$ cat src/rtl/bpu_pkg.sv
// Shared types for the branch resolve controller: default predictor index width,
// in-flight entry layout, recovery FSM states and a saturating counter helper.
// Pure declarations; no timing or flow control of its own.
package bpu_pkg;

  // Default predictor index width.
  localparam int PC_W_DEF = 8;

  // One in-flight branch: predictor index plus the prediction given at fetch.
  // The queue stores entries in this bit order ({pc, pred}, pred in bit 0).
  typedef struct packed {
    logic [PC_W_DEF-1:0] pc;
    logic                pred;
  } entry_t;

  // Controller state: normal operation, or the one-cycle bubble after a mispredict.
  typedef enum logic {
    ACTIVE  = 1'b0,
    RECOVER = 1'b1
  } state_t;

  // Increment that sticks at all-ones.
  function automatic logic [15:0] sat_inc(input logic [15:0] val);
    return (val == 16'hFFFF) ? val : val + 16'd1;
  endfunction

endpackage

$ cat src/rtl/branch_queue_fifo.sv
// In-order storage for in-flight branches: push at tail, pop at head, bulk clear.
// Latency: head_data is combinational from the head pointer; count updates next edge.
// Backpressure: pushes while full and pops while empty are ignored; clear beats both.
module branch_queue_fifo #(
  parameter int DEPTH = 4,
  parameter int WIDTH = 9
) (
  input  logic                     clk,
  input  logic                     reset,
  input  logic                     push,
  input  logic [WIDTH-1:0]         push_data,
  input  logic                     pop,
  input  logic                     clear,
  output logic [WIDTH-1:0]         head_data,
  output logic [$clog2(DEPTH):0]   count
);

  localparam int AW = $clog2(DEPTH);
  localparam logic [AW:0] FULL_CNT = (AW+1)'(DEPTH);

  logic [WIDTH-1:0] mem [DEPTH];
  logic [AW-1:0]    head_ptr;
  logic [AW-1:0]    tail_ptr;
  logic             do_push;
  logic             do_pop;

  // Qualify requests against the current fill level; a clear squashes both.
  always_comb begin
    do_push = push && (count != FULL_CNT) && !clear;
    do_pop  = pop && (count != '0) && !clear;
  end

  // Entry storage carries no reset; validity is tracked by count alone.
  always_ff @(posedge clk) begin
    if (do_push) mem[tail_ptr] <= push_data;
  end

  // Pointers wrap naturally because DEPTH is a power of two.
  always_ff @(posedge clk or posedge reset) begin
    if (reset) begin
      head_ptr <= '0;
      tail_ptr <= '0;
      count    <= '0;
    end else if (clear) begin
      head_ptr <= '0;
      tail_ptr <= '0;
      count    <= '0;
    end else begin
      if (do_push) tail_ptr <= tail_ptr + AW'(1);
      if (do_pop)  head_ptr <= head_ptr + AW'(1);
      case ({do_push, do_pop})
        2'b10:   count <= count + (AW+1)'(1);
        2'b01:   count <= count - (AW+1)'(1);
        default: count <= count;
      endcase
    end
  end

  // Oldest entry is always visible for the resolve comparison.
  assign head_data = mem[head_ptr];

endmodule

$ cat src/rtl/branch_resolve_ctrl.sv
// Tracks predicted conditional branches in fetch order, retires them on resolve and
// emits predictor updates / mispredict pulses one cycle after the resolve (registered).
// Backpressure: alloc_ready drops when the queue is full, in the recovery cycle and in reset.
// Optional build macro BRC_STATS_EN adds saturating resolve/mispredict counters.
module branch_resolve_ctrl
  import bpu_pkg::*;
#(
  parameter int DEPTH = 4,
  parameter int PC_W  = PC_W_DEF
) (
  input  logic                     clk,
  input  logic                     reset,
  input  logic                     alloc_valid,
  input  logic [PC_W-1:0]          alloc_pc,
  input  logic                     alloc_pred,
  output logic                     alloc_ready,
  input  logic                     resolve_valid,
  input  logic                     resolve_taken,
  input  logic                     flush,
  output logic                     upd_branch,
  output logic                     upd_taken,
  output logic [PC_W-1:0]          upd_pc,
  output logic                     mispredict,
  output logic [PC_W-1:0]          mis_pc,
`ifdef BRC_STATS_EN
  output logic [15:0]              stat_branches,
  output logic [15:0]              stat_mispredicts,
`endif
  output logic [$clog2(DEPTH):0]   occupancy
);

  localparam int OCC_W = $clog2(DEPTH) + 1;
  localparam logic [OCC_W-1:0] FULL_OCC = OCC_W'(DEPTH);

  state_t          state;
  state_t          state_nxt;
  logic [PC_W:0]   head_data;
  logic [PC_W-1:0] head_pc;
  logic            head_pred;
  logic            res_acc;
  logic            res_mis;
  logic            alloc_acc;
  logic            q_push;
  logic            q_pop;
  logic            q_clear;

  // Head entry fields, same {pc, pred} layout as entry_t.
  assign head_pc   = head_data[PC_W:1];
  assign head_pred = head_data[0];

  // Request qualification in priority order: flush > resolve > alloc.
  always_comb begin
    alloc_ready = !reset && (occupancy < FULL_OCC) && (state == ACTIVE);
    res_acc     = resolve_valid && (occupancy != '0) && !flush;
    res_mis     = res_acc && (head_pred != resolve_taken);
    alloc_acc   = alloc_valid && alloc_ready && !flush && !res_mis;
    q_push      = alloc_acc;
    q_pop       = res_acc && !res_mis;
    q_clear     = flush || res_mis;
  end

  branch_queue_fifo #(
    .DEPTH (DEPTH),
    .WIDTH (PC_W + 1)
  ) u_queue (
    .clk       (clk),
    .reset     (reset),
    .push      (q_push),
    .push_data ({alloc_pc, alloc_pred}),
    .pop       (q_pop),
    .clear     (q_clear),
    .head_data (head_data),
    .count     (occupancy)
  );

  // FSM state register.
  always_ff @(posedge clk or posedge reset) begin
    if (reset) state <= ACTIVE;
    else       state <= state_nxt;
  end

  // Next state: a mispredict buys exactly one recovery cycle; flush forces ACTIVE.
  always_comb begin
    state_nxt = state;
    case (state)
      ACTIVE:  if (res_mis) state_nxt = RECOVER;
      RECOVER: state_nxt = ACTIVE;
      default: state_nxt = ACTIVE;
    endcase
    if (flush) state_nxt = ACTIVE;
  end

  // Registered predictor update and mispredict report, one cycle after the resolve.
  always_ff @(posedge clk or posedge reset) begin
    if (reset) begin
      upd_branch <= 1'b0;
      upd_taken  <= 1'b0;
      upd_pc     <= '0;
      mispredict <= 1'b0;
      mis_pc     <= '0;
    end else begin
      upd_branch <= res_acc;
      mispredict <= res_mis;
      if (res_acc) begin
        upd_taken <= resolve_taken;
        upd_pc    <= head_pc;
      end
      if (res_mis) mis_pc <= head_pc;
    end
  end

`ifdef BRC_STATS_EN
  // Saturating counts of accepted resolves and mispredicts.
  always_ff @(posedge clk or posedge reset) begin
    if (reset) begin
      stat_branches    <= '0;
      stat_mispredicts <= '0;
    end else begin
      if (res_acc) stat_branches    <= sat_inc(stat_branches);
      if (res_mis) stat_mispredicts <= sat_inc(stat_mispredicts);
    end
  end
`endif

endmodule

$ cat config.mk
export PLATFORM = sky130hd
export DESIGN_NAME = branch_resolve_ctrl
export DESIGN_NICKNAME = d
export VERILOG_FILES = /design/src/rtl/bpu_pkg.sv /design/src/rtl/branch_queue_fifo.sv /design/src/rtl/branch_resolve_ctrl.sv
export SDC_FILE = /design/constraint.sdc
export NUM_CORES = 1
export LEC_CHECK = 0
export BUFFER_PORTS_ARGS = -buffer_cell sky130_fd_sc_hd__buf_4
export CAP_MARGIN = 20
export CORE_UTILIZATION = 50
export CTS_CLUSTER_DIAMETER = 30
export CTS_CLUSTER_SIZE = 8
export DETAILED_ROUTE_END_ITERATION = 16
export PLACE_DENSITY = 0.78
export SLEW_MARGIN = 25
export SYNTH_ARGS = -nofsm -noshare
export SYNTH_HDL_FRONTEND = slang
export SYNTH_SLANG_ARGS = --single-unit
export TNS_END_PERCENT = 10
$ cat constraint.sdc
create_clock -name clk -period 8.6 [get_ports clk]
set_clock_uncertainty 0.05 [all_clocks]
set_input_delay 0.43 -clock clk [delete_from_list [all_inputs] [get_ports clk]]
set_output_delay 0.43 -clock clk [all_outputs]
set_load 0.02 [all_outputs]
==> results of run 1 <==
[metrics by stage]
stage          cells  hold slack (ns)  setup WS, ns  utilization (%)  area (sq um)
2_1_floorplan    172            0.421          5.73                -          2630
3_3_place_gp     273            0.409          5.49             58.9          2990
3_5_place_dp     273            0.414          5.46             58.9          2990
4_1_cts          289            0.232          5.44             62.7          3180
5_1_grt          289            0.177          5.01             63.2          3210
6_report         289            0.122          5.44             63.2          3210
[cells in the final DEF (no fill, tap or decap), types with 4 or more instances in the layout]
master / count
buf_4: 38
edfxtp_1: 36
nand2_1: 31
dfrtp_1: 27
clkbuf_8: 11
mux4_2: 8
inv_1: 7
mux2_2: 5
nor2_1: 4
mux2_4: 4
o2111ai_1: 4
nor3_1: 4
ha_1: 4
[synth_stat cells]
| library cell | instances |
|---|---|
| nand3_1 | 2 |
| fa_1 | 1 |
| a211oi_1 | 1 |
| mux2i_1 | 3 |
| ha_1 | 4 |
| xnor2_1 | 2 |
| mux2i_4 | 1 |
| mux2_4 | 4 |
| or3_1 | 1 |
| inv_1 | 8 |
| a2111oi_0 | 1 |
| nor4_1 | 1 |
| mux4_2 | 8 |
| nand2b_1 | 1 |
| nor2b_1 | 2 |
| nor2_1 | 4 |
| nor4b_1 | 4 |
| o2111ai_1 | 4 |
| buf_6 | 1 |
| nand2_1 | 31 |
| edfxtp_1 | 36 |
| nor3_4 | 1 |
| buf_2 | 2 |
| dfrtp_1 | 27 |
| mux2_2 | 5 |
| nor3b_1 | 1 |
| or4b_1 | 1 |
| o21ai_0 | 2 |
| clkbuf_1 | 4 |
| nor3_1 | 4 |
| a21oi_1 | 2 |
| a41oi_1 | 2 |
| nor4b_2 | 1 |
[registers in the layout, summed over array words and instances (netlist names)]
signal,cells
mis_pc,8
mispredict,1
state,1
u_queue.count,3
u_queue.head_ptr,2
u_queue.mem,36
u_queue.tail_ptr,2
upd_branch,1
upd_pc,8
upd_taken,1
[final cells by class]
| cell class | instances | area (sq um) | area share [%] |
|---|---|---|---|
| inverter | 8 | 30.0 | 0.936 |
| sequential | 63 | 1760 | 54.7 |
| timing repair buffer | 38 | 285 | 8.89 |
| multi-input combinational | 94 | 853 | 26.6 |
| clock buffer | 14 | 184 | 5.73 |
| tap | 70 | 87.6 | 2.73 |
| clock inverter | 2 | 12.5 | 0.390 |
[power by group]
group | switching (mW) | total (mW) | internal, mW
logic | 0.112 | 0.211 | 0.0985
registers | 0.0302 | 0.397 | 0.366
clock network | 0.109 | 0.246 | 0.138
total | 0.251 | 0.854 | 0.603
[worst max-delay path, cell delays in order, from the launching register on]
cell	delay, ns
dfrtp_1	0.43
or3_1	0.40
nand2_1	0.43
inv_1	0.37
o21ai_0	0.25
nor2_1	0.11
fa_1	0.54
inv_1	0.04
a2111oi_0	0.28
a41oi_1	0.08
nand3_1	0.12
[worst paths after layout]
check	slack [ns]	to	startpoint
max in group asynchronous	8.00	mis_pc[0]$_DFFE_PP0P_	reset
hold reg to reg	0.43	upd_pc[2]$_DFFE_PP0P_	upd_pc[2]$_DFFE_PP0P_
setup reg to reg	5.44	u_queue.count[1]$_DFFE_PP0P_	u_queue.count[0]$_DFFE_PP0P_
min in group clk	0.25	u_queue.mem[0][5]$_DFFE_PP_	alloc_pc[4]
setup / recovery	5.44	u_queue.count[1]$_DFFE_PP0P_	u_queue.count[0]$_DFFE_PP0P_
hold / removal	0.12	u_queue.count[1]$_DFFE_PP0P_	reset
[kinds of logic after synthesis]
| logic type | count (synthesis) | synth area share (%) |
|---|---|---|
| DFF | 63 | 66.9 |
| and+or+nand+nor | 54 | 10.5 |
| muxes | 21 | 13.3 |
| buffers and inverters | 15 | 2.53 |
| AOI/OAI and AO/OA | 12 | 3.38 |
| adders and majority gates | 5 | 2.67 |
| xor gates and xnor gates | 2 | 0.667 |
[layer usage]
layer	GRT usage, %	part of all wire (%)	routed length (um)	up-vias
met5	0	0	0	-
met4	7.13	0.91	41	0
met3	6.64	5.0	226	8
met2	25.5	47	2120	48
met1	25.1	47	2120	734
li1	-	-	-	722
==> flow_summary.toml, run 1 <==
[run_status]
status = "complete, no violations"

[logic_synthesis]
synth_cell_types = 33
syn_area_sq_mm = 0.00263
synth-seq-cells = 63
yosysTopAreaCell = "edfxtp_1"
synth_seq_area_share_pct = 66.9
netlist.area_leader.share_pct = 41.2
synthCells = 172
synth.area.top_cells = "edfxtp_1 (41%), dfrtp_1 (26%), mux4_2 (6.9%)"
synth_warnings = 0
syn_area_per_cell_sq_um = 15.3
synthesis.nets = 192

[layout]
syn2layout_area_growth_pct = 22.3
nFillCells = 387
n_antenna_cell = 0
drive_above_1_share_pct = 35.2
final_nets = 234

[worst_setup_path]
start_kind = "register"
critical_path_class = "reg -> reg"
worstPathArrival_ns = 3.38
required_ns = 8.82
endpoint_kind = "register"
reg2reg_depth = 10
crit_fanout = 16

[floorplanning]
die_y_um = 74.5
fp-row-count = 26
initial_utilization_pct = 51.7
die_area_sq_mm = 0.00554
fp.coreArea_sq_mm = 0.00507
num_io_pins = 38
fp.dieW_um = 74.5

[clock_network]
clk_path_buf_depth = 2
post_cts_buffers = 0
clk_latency_ns = 0.33
htreeDepth = 3
clock-root-buffer = "clkbuf_8"
cts_tree = "built"
clk_pin_slew_ns = 0.07
clock_sinks = 63
cts_hold_buf = 0
ctsResizeCount = 0
cts_buffers = 9

[global_routing]
grt_max_degree = 28
grt_use_total_pct = 17.9
grt-ovfl-total = 0
antenna_found_initial = 0
grt_pass1_vias = 1364
grt_pass1_wl_um = 6890

[sta]
finalSetupViolCount = 0
fin_setup_tns_ns = 0
fmax_mhz = 317
period_share_pct = 36.7
hold_violations = 0
worst_pin_slew_ns = 0.905
slew_violations = 0
min_period_ns = 3.16
rsz0062_at_grt = "no"
slew_headroom_pct = 39.5

[detailed_routing]
drt_iter0_markers = 113
wl_per_cell_um = 15.6
viasPerCell = 5.23
vias = 1512
drtPass1Iterations = 4
drc = 0
ant_nets = 0
wl_um = 4500

[hold_path]
hold_class = "in -> async"

[placement]
place_hpwl_um = 3110
io_buffers = 37
place.gp.congestion = 0.773

[power]
vdd_drop_max_uv = 203
leakage_nw = 1.28
total_power_mw = 0.854
power_density_mw_per_mm2 = 266

[flow_run]
drv_cap = 0
No activity file was read; power rests on OpenSTA's default activity.
==> run 2, diff against run 1 <==
- clock period: 8.6 -> 3.1 ns (I/O delays scaled with it)
==> flow_summary.toml, run 2 (synthesis results as in run 1) <==
[clock_network]
htreeDepth = 3
clk_pin_slew_ns = 0.07
clk_latency_ns = 0.32
clock_sinks = 63
clk_path_buf_depth = 2
cts_buffers = 9
cts_tree = "built"
clock-root-buffer = "clkbuf_8"
ctsResizeCount = 0

[global_routing]
grt-ovfl-total = 0
antenna_found_initial = 0
grt_max_degree = 28
grt_pass1_vias = 1560
grt_pass1_wl_um = 7550
grt_use_total_pct = 19.5

[worst_setup_path]
worstPathArrival_ns = 2.87
slowest_delay_ns = 0.52
crit_fanout = 9
required_ns = 3.31
worstPathCellList = "mux2i_1 > mux2_4 > o21ai_0 > nor2_1 > fa_1 > inv_1 > a2111oi_0 > a41oi_1 > nand3_1"
reg2reg_depth = 9
critical_path_class = "reg -> reg"
cp_slowest_cell = "fa_1"
r2r-start = "u_queue.head_ptr[1]$_DFFE_PP0P_"
endpoint_kind = "register"
start_kind = "register"
ff2ff_setup_slack_ns = 0.44
timing.rr.end = "u_queue.count[1]$_DFFE_PP0P_"

[sta]
period_share_pct = 85.7
fmax_mhz = 377
hold_violations = 0
finalSetupViolCount = 0
slew_violations = 0
rsz0062_at_grt = "no"
worst_pin_slew_ns = 0.568
slew_headroom_pct = 62.1
fin_setup_tns_ns = 0
min_period_ns = 2.66
hold_slack_ns = 0.0642

[placement]
place.gp.congestion = 0.865
place_hpwl_um = 3120
io_buffers = 37

[layout]
largest_registers = "u_queue.mem (36), mis_pc (8), upd_pc (8)"
syn2layout_area_growth_pct = 28.5
regMostFlops = "u_queue.mem"
drive_above_1_share_pct = 36.6
largest_register_ffs = 36
final_common_cell = "buf_4"
final_cell_mix = "buf_4 (46), edfxtp_1 (36), nand2_1 (31)"
n_antenna_cell = 0
final_nets = 253

[detailed_routing]
wl_um = 4840
viasPerCell = 5.27
drtPass1Iterations = 4
wl_per_cell_um = 15.7
vias = 1624
drc = 0
drt_iter0_markers = 105
ant_nets = 0

[hold_path]
min_path_cells = 2
hold_end = "u_queue.tail_ptr[0]$_DFFE_PP0P_"
hold_class = "in -> reg"
min_from = "flush"

[floorplanning]
fp.dieW_um = 74.5
die_area_sq_mm = 0.00554
fp.coreArea_sq_mm = 0.00507
die_y_um = 74.5
num_io_pins = 38
fp-row-count = 26
initial_utilization_pct = 51.7

[power]
vdd_drop_max_uv = 495
pwr-share-comb_pct = 24.8
p_seq_share_pct = 44.8
power_density_mw_per_mm2 = 725
clockPowerShare_pct = 30.5
swShare_pct = 29.4
internal_power_mw = 1.73
leakage_nw = 1.38
p_switching_mw = 0.719

[run_status]
status = "complete, no violations"

[flow_run]
drv_cap = 0
run 2: cell type report:
class	count	area, sq um
fillers	382	1700
flip-flops and latches	63	1760
well taps	70	87.6
multi-input cells	94	827
clock inverters	6	66.3
inverters	8	30.0
repair buffers	57	455
clock buffers	10	149
run 2: repair_timing:
action,in CTS,in global routing
buffers inserted,0,0
hold endpoints to repair,37,27
hold buffers,10,1
run 2: power by group through the flow:
stage / clock (mW) / sequential (mW) / combinational [mW]
floorplan: 0 / 1.25 / 0.198
global placement: 0 / 1.11 / 0.585
detailed placement: 0 / 1.11 / 0.595
CTS: 0.760 / 1.10 / 0.609
global route: 0.792 / 1.11 / 0.659
finish: 0.745 / 1.09 / 0.606
run 2: how the worst max path moves through the flow:
stage	startpoint	endpoint
3_3_place_gp	u_queue.head_ptr[1]$_DFFE_PP0P_	u_queue.count[1]$_DFFE_PP0P_
4_1_cts	u_queue.head_ptr[1]$_DFFE_PP0P_	u_queue.count[1]$_DFFE_PP0P_
3_5_place_dp	u_queue.head_ptr[1]$_DFFE_PP0P_	u_queue.count[1]$_DFFE_PP0P_
6_report	u_queue.head_ptr[1]$_DFFE_PP0P_	u_queue.count[1]$_DFFE_PP0P_
2_1_floorplan	u_queue.count[0]$_DFFE_PP0P_	u_queue.mem[0][0]$_DFFE_PP_
5_1_grt	u_queue.count[0]$_DFFE_PP0P_	u_queue.count[1]$_DFFE_PP0P_
run 2: through the flow:
step,std cells,worst slack [ns],util [%],area (sq um),total power [mW]
after floorplan,172,0.228,-,2630,1.44
after global placement,281,0.607,60.0,3050,1.69
after detailed placement,281,0.509,60.0,3050,1.71
after CTS,307,0.462,66.2,3360,2.47
after global routing,308,0.251,66.4,3370,2.56
final,308,0.444,66.4,3370,2.45
run 2: worst max-delay path, delay by kind of cell (launching register included):
family	cells	cell delay (ns)
AOI/OAI and AO/OA	3	0.66
adders and majority gates	1	0.52
buffers and inverters	1	0.05
DFF	1	0.43
muxes	2	0.68
and+or+nand+nor	2	0.21
run 2: metal layers:
metal / wire length [um] / track usage, % / share of wire [%]
met4: 80 / 9.85 / 1.7
met1: 2210 / 26.1 / 46
met2: 2350 / 29.3 / 48
met5: 0 / 0 / 0
met3: 201 / 5.42 / 4.2
==> run 3, diff against run 2 <==
- CELL_PAD_IN_SITES_DETAIL_PLACEMENT: default -> 1
- CELL_PAD_IN_SITES_GLOBAL_PLACEMENT: default -> 2
- CORE_UTILIZATION: 50 -> 42
- CTS_BUF_LIST: default -> sky130_fd_sc_hd__clkbuf_8
- PLACE_DENSITY: 0.78 -> 0.89
==> flow_summary.toml, run 3 (synthesis results as in run 1) <==
[run_status]
status = "complete, no violations"

[power]
leakage_nw = 1.34
swShare_pct = 30.8
internal_power_mw = 1.68
p_switching_mw = 0.747
p_seq_share_pct = 45.2
power_density_mw_per_mm2 = 718
pwr-share-comb_pct = 25.7
clockPowerShare_pct = 29.1
total_power_mw = 2.42
vdd_drop_max_uv = 459

[layout]
fin_cells = 310
regMostFlops = "u_queue.mem"
final_nets = 250
largest_register_ffs = 36
nFillCells = 594
final_common_cell = "buf_4"
drive_above_1_share_pct = 35.7
largest_registers = "u_queue.mem (36), mis_pc (8), upd_pc (8)"
final_cell_area_sq_mm = 0.00338
syn2layout_area_growth_pct = 28.6
n_antenna_cell = 0
final_cell_mix = "buf_4 (43), edfxtp_1 (36), nand2_1 (31)"

[floorplanning]
num_io_pins = 38
fp-row-count = 28
fp.coreArea_sq_mm = 0.00599
die_y_um = 81.1
initial_utilization_pct = 43.8
fp.dieW_um = 81.1
die_area_sq_mm = 0.00657

[placement]
place_hpwl_um = 3710
io_buffers = 37
dp.cells = 282
place.gp.congestion = 0.833
dp_slack_ns = 0.316
post_dp_cell_area_sq_mm = 0.00306

[flow_run]
drv_cap = 0

[detailed_routing]
wl_um = 5530
drc = 0
drt_iter0_markers = 55
vias = 1617
drtPass1Iterations = 4
ant_nets = 0
wl_per_cell_um = 17.9
viasPerCell = 5.22

[worst_setup_path]
crit_fanout = 11
endpoint_kind = "register"
critical_path_class = "reg -> reg"
ff2ff_setup_slack_ns = 0.22
worstPathArrival_ns = 3.11
start_kind = "register"
reg2reg_depth = 10
required_ns = 3.33

[clock_network]
clk_path_buf_depth = 2
clock_sinks = 63
clk_latency_ns = 0.34
cts_tree = "built"
clk_pin_slew_ns = 0.07
clock-root-buffer = "clkbuf_8"
cts_buffers = 9
htreeDepth = 3

[sta]
finalSetupViolCount = 0
period_share_pct = 93.0
fin_ws_ns = 0.218
slew_headroom_pct = 32.8
hold_violations = 0
fmax_mhz = 347
fin_setup_tns_ns = 0
worst_pin_slew_ns = 1.01
min_period_ns = 2.88
slew_violations = 0
rsz0062_at_grt = "no"

[global_routing]
grt-ovfl-total = 0
grt_max_degree = 28
grt_use_total_pct = 19.4
grt_pass1_wl_um = 8870
antenna_found_initial = 0
grt_pass1_vias = 1725

[hold_path]
hold_class = "in -> reg"
min_path_cells = 2
-- run 3: cell types whose count changed in the layout (fill, tap and decap cells not counted), moves of 2 or more --
cell        previous run  this run
nor4b_4                0         4
clkinvlp_4             0         5
buf_4                 46        43
nor4b_2                5         1
clkinv_4               2         0
clkinv_2               2         0
-- run 3: path summary, 6_finish.rpt --
kind,from,end
worst max-delay path,u_queue.head_ptr[1]$_DFFE_PP0P_,u_queue.count[1]$_DFFE_PP0P_
worst min-delay path,flush,u_queue.tail_ptr[0]$_DFFE_PP0P_
worst max register to register,u_queue.head_ptr[1]$_DFFE_PP0P_,u_queue.count[1]$_DFFE_PP0P_
worst min register to register,upd_pc[0]$_DFFE_PP0P_,upd_pc[0]$_DFFE_PP0P_
max in group asynchronous,reset,mispredict$_DFF_PP0_
min in group asynchronous,reset,u_queue.count[2]$_DFFE_PP0P_
-- run 3: routing by layer --
metal / wire length (um) / track usage, % / up-vias
met1: 2450 / 24.8 / 802
met3: 189 / 4.04 / 14
met5: 0 / 0 / -
met4: 155 / 12.1 / 0
met2: 2740 / 30.3 / 48
li1: - / - / 753
-- run 3: timing repair --
item | 4_1_cts | 5_1_grt
hold buffers | 11 | 0
setup buffers | 0 | 1
gates resized for setup | 0 | 2
endpoints found under the setup margin | 0 | 1
endpoints found under the hold margin | 64 | 0
-- run 3: metrics by stage --
stage | hold WS (ns) | util (%)
6_report | 0.0857 | 56.4
5_1_grt | 0.0892 | 56.4
4_1_cts | 0.0755 | 56.2
3_5_place_dp | 0.237 | 51.0
3_3_place_gp | 0.306 | 50.5
2_1_floorplan | 0.158 | -
-- run 3: cell type report --
| type | instances | area, sq um | share of cell area, % |
|---|---|---|---|
| Sequential cell | 63 | 1760 | 52.0 |
| Multi-Input combinational cell | 94 | 863 | 25.6 |
| Timing Repair Buffer | 54 | 433 | 12.8 |
| Clock buffer | 9 | 124 | 3.67 |
| Tap cell | 75 | 93.8 | 2.78 |
| Clock inverter | 7 | 72.6 | 2.15 |
| Inverter | 8 | 33.8 | 1.00 |
-- run 3: power by group through the flow --
stage                     registers (mW)  logic, mW  clock network [mW]
final                               1.10      0.623               0.705
after global routing                1.11      0.672               0.755
after CTS                           1.10      0.628               0.721
after detailed placement            1.11      0.615                   0
after global placement              1.11      0.589                   0
after floorplan                     1.25      0.198                   0
-- run 3: worst max-delay path, cell delays in order, from the launching register on --
cell	delay [ns]
dfrtp_1	0.36
buf_4	0.21
mux2i_1	0.25
mux2_4	0.38
o21ai_0	0.27
nor2_1	0.11
fa_1	0.53
inv_1	0.06
a2111oi_1	0.39
a41oi_1	0.09
nand3_1	0.12
